==> config.mk <==
export PLATFORM = sky130hd
export DESIGN_NAME = invader_fleet_ctrl
export DESIGN_NICKNAME = d
export VERILOG_FILES = /design/src/rtl/invaders_pkg.sv /design/src/rtl/frame_tick_sync.sv /design/src/rtl/invader_fleet_ctrl.sv
export SDC_FILE = /design/constraint.sdc
export NUM_CORES = 1
export LEC_CHECK = 0
export BUFFER_PORTS_ARGS = -buffer_cell sky130_fd_sc_hd__buf_2
export CELL_PAD_IN_SITES_DETAIL_PLACEMENT = 0
export CELL_PAD_IN_SITES_GLOBAL_PLACEMENT = 1
export CORE_AREA = 2 2 162 164
export DETAILED_ROUTE_END_ITERATION = 16
export DIE_AREA = 0 0 164 166
export PLACE_DENSITY_LB_ADDON = 0.08
export SYNTH_ARGS = -nofsm -noshare
export SYNTH_HDL_FRONTEND = slang
export SYNTH_SLANG_ARGS = --single-unit
==> constraint.sdc <==
create_clock -name Clk -period 9.8 [get_ports Clk]
set_clock_uncertainty 0.05 [all_clocks]
set_input_delay 0.49 -clock Clk [delete_from_list [all_inputs] [get_ports Clk]]
set_output_delay 0.49 -clock Clk [all_outputs]
set_load 0.005 [all_outputs]
==> src/rtl/invaders_pkg.sv <==
// invaders_pkg
// Shared definitions for the invader formation: fleet FSM state type plus the
// formation size, sprite geometry and playfield limits. The same constants are
// used by color_mapper (sprite placement) and the bullet collision logic, so
// everything that has to agree on where an invader sits lives here.
package invaders_pkg;

    typedef enum logic [1:0] {
        IDLE,
        RUN,
        CLEARED,
        LANDED
    } fleet_state_t;

    localparam int ROWS      = 5;
    localparam int COLS      = 8;
    localparam int ALIEN_W   = 16;
    localparam int ALIEN_H   = 16;
    localparam int SPACING_X = 24;
    localparam int SPACING_Y = 20;
    localparam int START_X   = 64;
    localparam int START_Y   = 48;
    localparam int STEP_X    = 4;
    localparam int STEP_Y    = 8;
    localparam int X_MIN     = 0;
    localparam int X_MAX     = 639;
    localparam int LAND_Y    = 439;

endpackage

==> src/rtl/frame_tick_sync.sv <==
// frame_tick_sync
// Brings the VGA vertical sync into the Clk domain and turns each rising edge
// into a single-cycle tick.
//   clk_i  : system clock
//   rst_ni : asynchronous active-low reset
//   vs_i   : vertical sync, asynchronous to clk_i
//   tick_o : one-cycle pulse, high after the third clk_i edge following a
//            rising edge of vs_i
module frame_tick_sync (
    input  logic clk_i,
    input  logic rst_ni,
    input  logic vs_i,
    output logic tick_o
);

    logic metaQ;
    logic syncQ;
    logic prevQ;
    logic tickQ;

    // Two flops of synchronisation, one flop of history for the edge detect,
    // and a registered tick so the consumer sees a clean, glitch-free pulse.
    always_ff @(posedge clk_i or negedge rst_ni) begin
        if (!rst_ni) begin
            metaQ <= 1'b0;
            syncQ <= 1'b0;
            prevQ <= 1'b0;
            tickQ <= 1'b0;
        end else begin
            metaQ <= vs_i;
            syncQ <= metaQ;
            prevQ <= syncQ;
            tickQ <= syncQ & ~prevQ;
        end
    end

    assign tick_o = tickQ;

endmodule

==> src/rtl/invader_fleet_ctrl.sv <==
// invader_fleet_ctrl
// Owns the invader formation: alive mask, fleet origin, march direction and
// pacing. Steps once per movement period (in video frames), descends and
// reverses at the playfield edges, speeds up as invaders die, and accepts kill
// reports from the collision logic.
//   Clk, Reset_n      : clock, asynchronous active-low reset
//   frame_vs          : VGA vsync (asynchronous), paces the march
//   start             : pulse, (re)starts a wave
//   hit_valid/row/col : collision report; hit_ack pulses when it killed
//   fleet_x, fleet_y  : formation origin (column 0 left / row 0 top)
//   alive_mask        : bit r*COLS+c = invader (r,c) alive; alive_count = popcount
//   dir_right, anim_frame, fleet_step : march direction, sprite pose, step pulse
//   fleet_cleared, fleet_landed, running : wave status levels
module invader_fleet_ctrl import invaders_pkg::*; #(
    parameter int ROWS      = invaders_pkg::ROWS,
    parameter int COLS      = invaders_pkg::COLS,
    parameter int ALIEN_W   = invaders_pkg::ALIEN_W,
    parameter int ALIEN_H   = invaders_pkg::ALIEN_H,
    parameter int SPACING_X = invaders_pkg::SPACING_X,
    parameter int SPACING_Y = invaders_pkg::SPACING_Y,
    parameter int START_X   = invaders_pkg::START_X,
    parameter int START_Y   = invaders_pkg::START_Y,
    parameter int STEP_X    = invaders_pkg::STEP_X,
    parameter int STEP_Y    = invaders_pkg::STEP_Y,
    parameter int X_MIN     = invaders_pkg::X_MIN,
    parameter int X_MAX     = invaders_pkg::X_MAX,
    parameter int LAND_Y    = invaders_pkg::LAND_Y
) (
    input  logic                 Clk,
    input  logic                 Reset_n,
    input  logic                 frame_vs,
    input  logic                 start,
    input  logic                 hit_valid,
    input  logic [2:0]           hit_row,
    input  logic [2:0]           hit_col,
    output logic                 hit_ack,
    output logic [9:0]           fleet_x,
    output logic [9:0]           fleet_y,
    output logic [ROWS*COLS-1:0] alive_mask,
    output logic [5:0]           alive_count,
    output logic                 dir_right,
    output logic                 anim_frame,
    output logic                 fleet_step,
    output logic                 fleet_cleared,
    output logic                 fleet_landed,
    output logic                 running
);

    localparam int NUM   = ROWS * COLS;
    localparam int IDX_W = $clog2(NUM);

    fleet_state_t   state_q, state_d;
    logic [9:0]     fleetX_q, fleetX_d;
    logic [9:0]     fleetY_q, fleetY_d;
    logic           dirRight_q, dirRight_d;
    logic [NUM-1:0] aliveMask_q, aliveMask_d;
    logic           animFrame_q, animFrame_d;
    logic [5:0]     frameCnt_q, frameCnt_d;
    logic           hitAck_q, hitAck_d;
    logic           fleetStep_q, fleetStep_d;

    logic            tick;
    logic [COLS-1:0] colOcc;
    logic [ROWS-1:0] rowOcc;
    logic [2:0]      lcol, rcol, brow;
    logic [5:0]      popCount;
    logic [5:0]      period;
    logic            hitOk;
    logic [IDX_W-1:0] hitIdx;
    logic [10:0]     rightEdge, leftEdge, bottomNext;
    logic            descend;
    logic [9:0]      yAfter;

    frame_tick_sync uTick (
        .clk_i  (Clk),
        .rst_ni (Reset_n),
        .vs_i   (frame_vs),
        .tick_o (tick)
    );

    // Occupancy of the current (pre-hit) mask: which columns and rows still
    // hold anyone, the extreme live column/row, and the live-invader count.
    // Edge checks use the outermost live column, so a fleet with its outer
    // columns shot away marches further before reversing.
    always_comb begin
        colOcc   = '0;
        rowOcc   = '0;
        lcol     = '0;
        rcol     = '0;
        brow     = '0;
        popCount = '0;
        for (int r = 0; r < ROWS; r++) begin
            colOcc    = colOcc | aliveMask_q[r*COLS +: COLS];
            rowOcc[r] = |aliveMask_q[r*COLS +: COLS];
        end
        for (int c = COLS - 1; c >= 0; c--) begin
            if (colOcc[c]) lcol = 3'(c);
        end
        for (int c = 0; c < COLS; c++) begin
            if (colOcc[c]) rcol = 3'(c);
        end
        for (int r = 0; r < ROWS; r++) begin
            if (rowOcc[r]) brow = 3'(r);
        end
        for (int i = 0; i < NUM; i++) begin
            popCount = popCount + 6'(aliveMask_q[i]);
        end
    end

    // Step geometry in 11 bits so a fleet pushed past the 10-bit screen range
    // compares as off-screen instead of wrapping back into view.
    always_comb begin
        period     = (popCount >> 2) + 6'd1;
        hitIdx     = IDX_W'(int'(hit_row) * COLS + int'(hit_col));
        hitOk      = hit_valid && (int'(hit_row) < ROWS) && (int'(hit_col) < COLS)
                     && aliveMask_q[hitIdx];
        rightEdge  = 11'(fleetX_q) + 11'(rcol) * 11'(SPACING_X) + 11'(ALIEN_W - 1 + STEP_X);
        leftEdge   = 11'(fleetX_q) + 11'(lcol) * 11'(SPACING_X);
        descend    = dirRight_q ? (rightEdge > 11'(X_MAX)) : (leftEdge < 11'(X_MIN + STEP_X));
        yAfter     = descend ? (fleetY_q + 10'(STEP_Y)) : fleetY_q;
        bottomNext = 11'(yAfter) + 11'(brow) * 11'(SPACING_Y) + 11'(ALIEN_H - 1);
    end

    // Next-state logic. start wins over everything; otherwise only RUN moves.
    // A hit and a step in the same cycle both land: the step was judged on the
    // pre-hit mask above, while the cleared bit feeds the next period. Clearing
    // the last invader is checked last so it overrides a same-cycle landing.
    always_comb begin
        state_d     = state_q;
        fleetX_d    = fleetX_q;
        fleetY_d    = fleetY_q;
        dirRight_d  = dirRight_q;
        aliveMask_d = aliveMask_q;
        animFrame_d = animFrame_q;
        frameCnt_d  = frameCnt_q;
        hitAck_d    = 1'b0;
        fleetStep_d = 1'b0;

        if (start) begin
            state_d     = RUN;
            fleetX_d    = 10'(START_X);
            fleetY_d    = 10'(START_Y);
            dirRight_d  = 1'b1;
            aliveMask_d = '1;
            animFrame_d = 1'b0;
            frameCnt_d  = '0;
        end else if (state_q == RUN) begin
            if (hitOk) begin
                aliveMask_d[hitIdx] = 1'b0;
                hitAck_d            = 1'b1;
            end
            if (tick) begin
                if (frameCnt_q + 6'd1 >= period) begin
                    frameCnt_d  = '0;
                    fleetStep_d = 1'b1;
                    animFrame_d = ~animFrame_q;
                    if (descend) begin
                        fleetY_d   = yAfter;
                        dirRight_d = ~dirRight_q;
                    end else if (dirRight_q) begin
                        fleetX_d = fleetX_q + 10'(STEP_X);
                    end else begin
                        fleetX_d = fleetX_q - 10'(STEP_X);
                    end
                    if (bottomNext >= 11'(LAND_Y)) begin
                        state_d = LANDED;
                    end
                end else begin
                    frameCnt_d = frameCnt_q + 6'd1;
                end
            end
            if (hitOk && popCount == 6'd1) begin
                state_d = CLEARED;
            end
        end
    end

    // State register; reset drops straight back to the start-of-wave values
    // and any pending tick is lost together with the synchroniser contents.
    always_ff @(posedge Clk or negedge Reset_n) begin
        if (!Reset_n) begin
            state_q     <= IDLE;
            fleetX_q    <= 10'(START_X);
            fleetY_q    <= 10'(START_Y);
            dirRight_q  <= 1'b1;
            aliveMask_q <= '1;
            animFrame_q <= 1'b0;
            frameCnt_q  <= '0;
            hitAck_q    <= 1'b0;
            fleetStep_q <= 1'b0;
        end else begin
            state_q     <= state_d;
            fleetX_q    <= fleetX_d;
            fleetY_q    <= fleetY_d;
            dirRight_q  <= dirRight_d;
            aliveMask_q <= aliveMask_d;
            animFrame_q <= animFrame_d;
            frameCnt_q  <= frameCnt_d;
            hitAck_q    <= hitAck_d;
            fleetStep_q <= fleetStep_d;
        end
    end

    assign hit_ack       = hitAck_q;
    assign fleet_x       = fleetX_q;
    assign fleet_y       = fleetY_q;
    assign alive_mask    = aliveMask_q;
    assign alive_count   = popCount;
    assign dir_right     = dirRight_q;
    assign anim_frame    = animFrame_q;
    assign fleet_step    = fleetStep_q;
    assign fleet_cleared = (state_q == CLEARED);
    assign fleet_landed  = (state_q == LANDED);
    assign running       = (state_q == RUN);

endmodule

==> results_dict.tcl, run 1 <==
set metrics [dict create \
    initial_core_util_pct 24.5 \
    slowest_stage "dfstp_2" \
    nFillCells 2729 \
    critical_path_class "flip-flop to flip-flop" \
    r2r_slack_ps 2390 \
    ys_seq_elements 71 \
    synth_edf_count 0 \
    wl_met3_um 1000 \
    worstPathMaxFanout 8 \
    hold_viol_final 0 \
    globalplace.congestion 0.796 \
    grt_pass1_wl_um 32500 \
    cp_common_cell "fa_1" \
    drc_errors 0 \
    grt_max_degree 72 \
    drv_slew 0 \
    highest_layer "met4" \
    dr.first_iter.drc_count 297 \
    wl_met2_um 9910 \
    synth-seq-area-share_pct 29.2 \
    r2r_start "alive_mask[25]$_DFFE_PN1P_" \
    worstRegToRegCells 27 \
    hp-start "frame_vs" \
    syn_area_um2 6270 \
    drive_above_1_share_pct 22.4 \
    finalPower_mw 0.742 \
    wl_um 20700 \
    worst_skew_pair.late_latency_ps 350 \
    max_freq_mhz 135 \
    diodes 0 \
    drtPass1Iterations 5 \
    min_path_cells 1 \
    wire_per_inst_um 19.0 \
    worst_slack_ps 2390 \
    grt_antenna_before_repair 0 \
    critPathRequiredTime_ps 9960 \
    power_density_nw_per_um2 102 \
    die-area_um2 27200 \
    regArea_um2 1830 \
    synthCells 680 \
    syn_area_per_cell_um2 9.23 \
    pre_cts_ws_ps 2380 \
    clock-sinks 71 \
    rows 59 \
    arrival_ps 7560 \
    timing.final.crit_share_pct 75.6 \
    cap_violations 0 \
    nNetsFinal 855 \
    synthDistinctLibCells 74 \
    wl_met1_um 9550 \
    relSlewSlack_pct 27.4 \
    worst_setup_path_end_kind "flip-flop" \
    cts_resized 0 \
    irDropWorstVdd_uv 60.5 \
    die_w_um 164 \
    cpPeakStageDelay_ps 620 \
    holdCritPathClass "primary input to flip-flop" \
    status "finished clean" \
    num_vias 5112 \
    ys_warn_count 0 \
    worst_slew_pin_slew_ps 1080 \
    postCtsSetupRepairBufs 0 \
    min_period_ps 7410 \
    clk_pin_slew_worst_paths_ps 60 \
    worstReg2RegEnd "fleet_y[8]$_DFFE_PN0P_" \
    place_hpwl_um 15700 \
    cts_tree "built" \
    ioPinCount 84 \
    max-clock-path-buffers 2 \
    setup_viol 0 \
    timing.hold.ws_ps 195 \
    async_flop_share_pct 100 \
    coreArea_um2 25600 \
    start_kind "flip-flop" \
    port_buffers 78 \
    fin_tns_setup_ps 0 \
    root_buffer "clkbuf_16" \
    syn_to_final_growth_pct 16.0 \
    synth-main-ff-cell "dfstp_2" \
    htree_levels 3 \
    antenna_left 0 \
    multi_input_area_um2 3960 \
    postCtsHoldBufs 0 \
    numCtsBuffers 9 \
    holdPathEnd "uTick.metaQ$_DFF_PN0_" \
    overflow 0 \
    grt_pass1_vias 5224 \
    fp.dieH_um 166 \
    p_leak_nw 3.34 \
    rsz0062_at_grt "false" \
    grt_usage_pct 15.9 \
    routed_via_density 4.69 \
]
final cells by class:
type	count	share of cell area (%)
multi-input combinational	495	54.4
clock buffer	12	3.66
timing repair buffer	80	5.60
sequential	71	25.2
clock inverter	4	0.705
tap	335	5.76
inverter	92	4.74
registers in the layout, indices dropped and copies added, names as in the netlist:
register      count
state_q           2
uTick.tick_o      1
fleet_x           8
hit_ack           1
uTick.metaQ       1
frameCnt_q        6
fleet_y           7
anim_frame        1
uTick.syncQ       1
alive_mask       40
dir_right         1
fleet_step        1
uTick.prevQ       1
cells in the mapped netlist (11+ instances only):
master,count,area (µm²)
inv_1,91,342
nor2_1,77,289
ha_1,59,738
dfstp_2,44,1160
a31oi_1,37,231
fa_1,36,721
nand2_1,36,135
a21oi_1,30,150
dfrtp_1,27,676
xnor2_1,22,193
nand3_1,16,80.1
o21ai_0,13,65.1
a21o_1,12,90.1
nand2b_1,12,75.1
nor3_1,11,55.1
power by group:
group | total, mW | internal [mW] | switching [mW]
clock | 0.365 | 0.219 | 0.146
sequential | 0.299 | 0.297 | 0.00230
combinational | 0.0783 | 0.0266 | 0.0517
total | 0.742 | 0.542 | 0.200
worst max-delay path: cells and delay by family (launching register included):
kind	cells	cell delay, ps
adders and majority gates	10	4100
xor gates and xnor gates	3	710
and+or+nand+nor	3	510
buffers and inverters	6	380
DFF	1	620
AOI/OAI and AO/OA	5	890
metrics by stage:
stage	utilization, %	cells	area [µm²]
after floorplan	-	686	6300
after CTS	28.4	1089	7280
after detailed placement	27.2	1073	6960
after global routing	28.4	1089	7280
final	28.4	1089	7280
after global placement	27.2	1073	6960
cells by family (layout without fill, tap and decap cells):
| kind of cell | Yosys count | in the layout | share of synthesized area [%] |
|---|---|---|---|
| AOI/OAI and AO/OA | 133 | 133 | 14.5 |
| adders and majority gates | 95 | 95 | 23.3 |
| xor gates and xnor gates | 32 | 32 | 4.47 |
| other | 1 | 7 | 0.0598 |
| buffers and inverters | 120 | 188 | 8.16 |
| DFF | 71 | 71 | 29.2 |
| and+or+nand+nor | 216 | 216 | 17.7 |
| muxes | 12 | 12 | 2.61 |
per-layer routing:
metal | vias to the layer above | GRT usage, %
li1 | 2449 | -
met1 | 2531 | 22.2
met2 | 120 | 25.4
met3 | 12 | 3.10
met4 | 0 | 3.32
met5 | - | 0
cell usage in the layout, fill, tap and decap left out, types with 5 or more instances in the layout:
cell,instances
nor2_1,77
nor3_1,11
clkbuf_16,9
xnor2_1,22
dfrtp_1,27
inv_1,91
a21oi_1,30
nor2b_1,10
nor4_1,10
and3_1,5
xor2_1,10
buf_2,77
fa_1,36
a21oi_2,8
or4_1,5
a31oi_1,37
ha_1,59
and2_1,9
o21ai_0,13
a21o_1,12
conb_1,7
dfstp_2,44
nand2_1,36
nand2b_1,12
nand3_1,16
worst max path at each step:
stage / from / end / cells past startpoint
after CTS: alive_mask[12]$_DFFE_PN1P_ / state_q[1]$_DFFE_PN0P_ / 28
after detailed placement: alive_mask[5]$_DFFE_PN1P_ / fleet_y[8]$_DFFE_PN0P_ / 25
after floorplan: alive_mask[23]$_DFFE_PN1P_ / fleet_y[8]$_DFFE_PN0P_ / 27
after global placement: alive_mask[5]$_DFFE_PN1P_ / fleet_y[8]$_DFFE_PN0P_ / 25
final: alive_mask[25]$_DFFE_PN1P_ / fleet_y[8]$_DFFE_PN0P_ / 27
after global routing: alive_mask[12]$_DFFE_PN1P_ / state_q[1]$_DFFE_PN0P_ / 27
Note: power is estimated with default switching activity, not from simulation.
==> run 2: changes to the inputs <==
==> constraint.sdc (replaced) <==
create_clock -name Clk -period 6.2 [get_ports Clk]
set_clock_uncertainty 0.05 [all_clocks]
set_input_delay 0.31 -clock Clk [delete_from_list [all_inputs] [get_ports Clk]]
set_output_delay 0.31 -clock Clk [all_outputs]
set_load 0.005 [all_outputs]
==> results_dict.tcl, run 2 (synthesized netlist as in run 1, its figures left out) <==
set metrics [dict create \
    status "finished with violations" \
    violations "setup timing" \
    postCtsHoldBufs 0 \
    met1_usage_pct 23.6 \
    holdCritPathClass "primary input to flip-flop" \
    startpoint "alive_mask[31]$_DFFE_PN1P_" \
    worst_slack_ps -787 \
    setup_viol 24 \
    multi_input_area_um2 4190 \
    grt_antenna_before_repair 0 \
    crit_path_end "frameCnt_q[4]$_DFFE_PN0P_" \
    worstPathMaxFanout 5 \
    start_kind "flip-flop" \
    met3_usage_pct 2.57 \
    wire_per_inst_um 19.0 \
    worst_skew_pair.late_latency_ps 340 \
    clock-sinks 71 \
    timing.hold.ws_ps 23.2 \
    drtPass1Iterations 4 \
    coreArea_um2 25600 \
    fp.dieH_um 166 \
    worstReg2RegEnd "frameCnt_q[4]$_DFFE_PN0P_" \
    ioPinCount 84 \
    clk_pin_slew_worst_paths_ps 60 \
    cp.depth 25 \
    critical_path_class "flip-flop to flip-flop" \
    largest_register_ffs 40 \
    regArea_um2 1830 \
    drv_slew 0 \
    root_buffer "clkbuf_16" \
    num_vias 5552 \
    rows 59 \
    r2r_slack_ps -790 \
    overflow 0 \
    routed_via_density 4.66 \
    drive_above_1_share_pct 36.6 \
    cp_top_family "adder cells" \
    nNetsFinal 957 \
    power_density_nw_per_um2 141 \
    irDropWorstVdd_uv 93.4 \
    numCtsBuffers 9 \
    cpPeakStageDelay_ps 540 \
    pre_cts_ws_ps -873 \
    cap_violations 0 \
    worstRegToRegCells 25 \
    min_period_ps 6990 \
    place_hpwl_um 17200 \
    syn_to_final_growth_pct 32.3 \
    grt_use_met2_pct 27.5 \
    die-area_um2 27200 \
    grt.busiest_layer "met2" \
    worst_setup_path_end_kind "flip-flop" \
    die_w_um 164 \
    most-common-layout-cells "97 x buf_4, 84 x inv_1, 76 x nor2_1, 76 x buf_2, 58 x ha_1" \
    antenna_left 0 \
    hold_viol_final 0 \
    diodes 0 \
    globalplace.congestion 0.802 \
    max-clock-path-buffers 2 \
    cts_tree "built" \
    drc_errors 0 \
    port_buffers 78 \
    slowest_stage "dfstp_2" \
    wl_um 22600 \
    grt_pass1_vias 5783 \
    relSlewSlack_pct 18.6 \
    grt_usage_pct 17.0 \
    critPathRequiredTime_ps 6430 \
    max_freq_mhz 143 \
    p_leak_nw 3.92 \
    htree_levels 3 \
    grt_max_degree 72 \
    worst-path-buf-inv 6 \
    arrival_ps 7220 \
    cp_common_cell "fa_1" \
    worst_slew_pin_slew_ps 1220 \
    rsz0062_at_grt "true" \
    initial_core_util_pct 24.5 \
    r2r_start "alive_mask[31]$_DFFE_PN1P_" \
    grt_pass1_wl_um 34900 \
    dr.first_iter.drc_count 251 \
    final_common_cell "buf_4" \
    nFillCells 2715 \
    timing.final.crit_share_pct 113 \
]
## run 2: changes by cell type in the layout (fill, tap and decap cells not counted), sizes merged
cell / change
buf: +101
clkbuf: -2
clkinv: +2
clkinvlp: +1
inv: -1
nand3b: +1
## run 2: how the worst min path moves through the flow
stage | startpoint | endpoint | slack, ps | depth (start not counted)
3_5_place_dp | uTick.metaQ$_DFF_PN0_ | uTick.syncQ$_DFF_PN0_ | 290 | 0
5_1_grt | frame_vs | uTick.metaQ$_DFF_PN0_ | 10 | 1
2_1_floorplan | Reset_n | anim_frame$_DFFE_PN0P_ | -40 | 0
6_report | frame_vs | uTick.metaQ$_DFF_PN0_ | 20 | 1
3_3_place_gp | uTick.metaQ$_DFF_PN0_ | uTick.syncQ$_DFF_PN0_ | 280 | 0
4_1_cts | frame_vs | uTick.metaQ$_DFF_PN0_ | 9 | 1
## run 2: power breakdown
part	internal, mW	leakage (nW)	switching, mW
clock network	0.321	0.144	0.224
logic	0.0591	2.95	0.0921
registers	0.469	0.826	0.00239
## run 2: layer usage
metal,wire length (µm),vias up,part of all wire (%)
met1,10300,2764,46
met5,0,-,0
met3,1140,19,5.0
li1,-,2654,-
met4,412,0,1.8
met2,10700,115,48
## run 2: final cells by class
cell class / instances / share of cell area [%]
Timing Repair Buffer: 181 / 14.7
Clock buffer: 10 / 2.88
Sequential cell: 71 / 22.1
Clock inverter: 6 / 0.724
Multi-Input combinational cell: 496 / 50.5
Tap cell: 335 / 5.05
Inverter: 92 / 4.16
## run 2: timing repair
action                     in CTS  in global routing
setup endpoints to repair      24                 27
gates cloned                    1                  0
setup buffers                   3                  7
pin swaps                      12                 11
resized for setup              19                 30
## run 2: stage by stage
stage	power, mW	cell area, µm²	setup TNS [ps]	util, %	cells
finish	1.17	8300	-17340	32.4	1191
global route	1.22	8300	-23120	32.4	1191
CTS	1.18	8150	-19750	31.8	1187
detailed placement	0.621	7740	-19050	30.2	1167
global placement	0.620	7730	-18190	30.2	1167
floorplan	0.564	6360	-10880	-	686
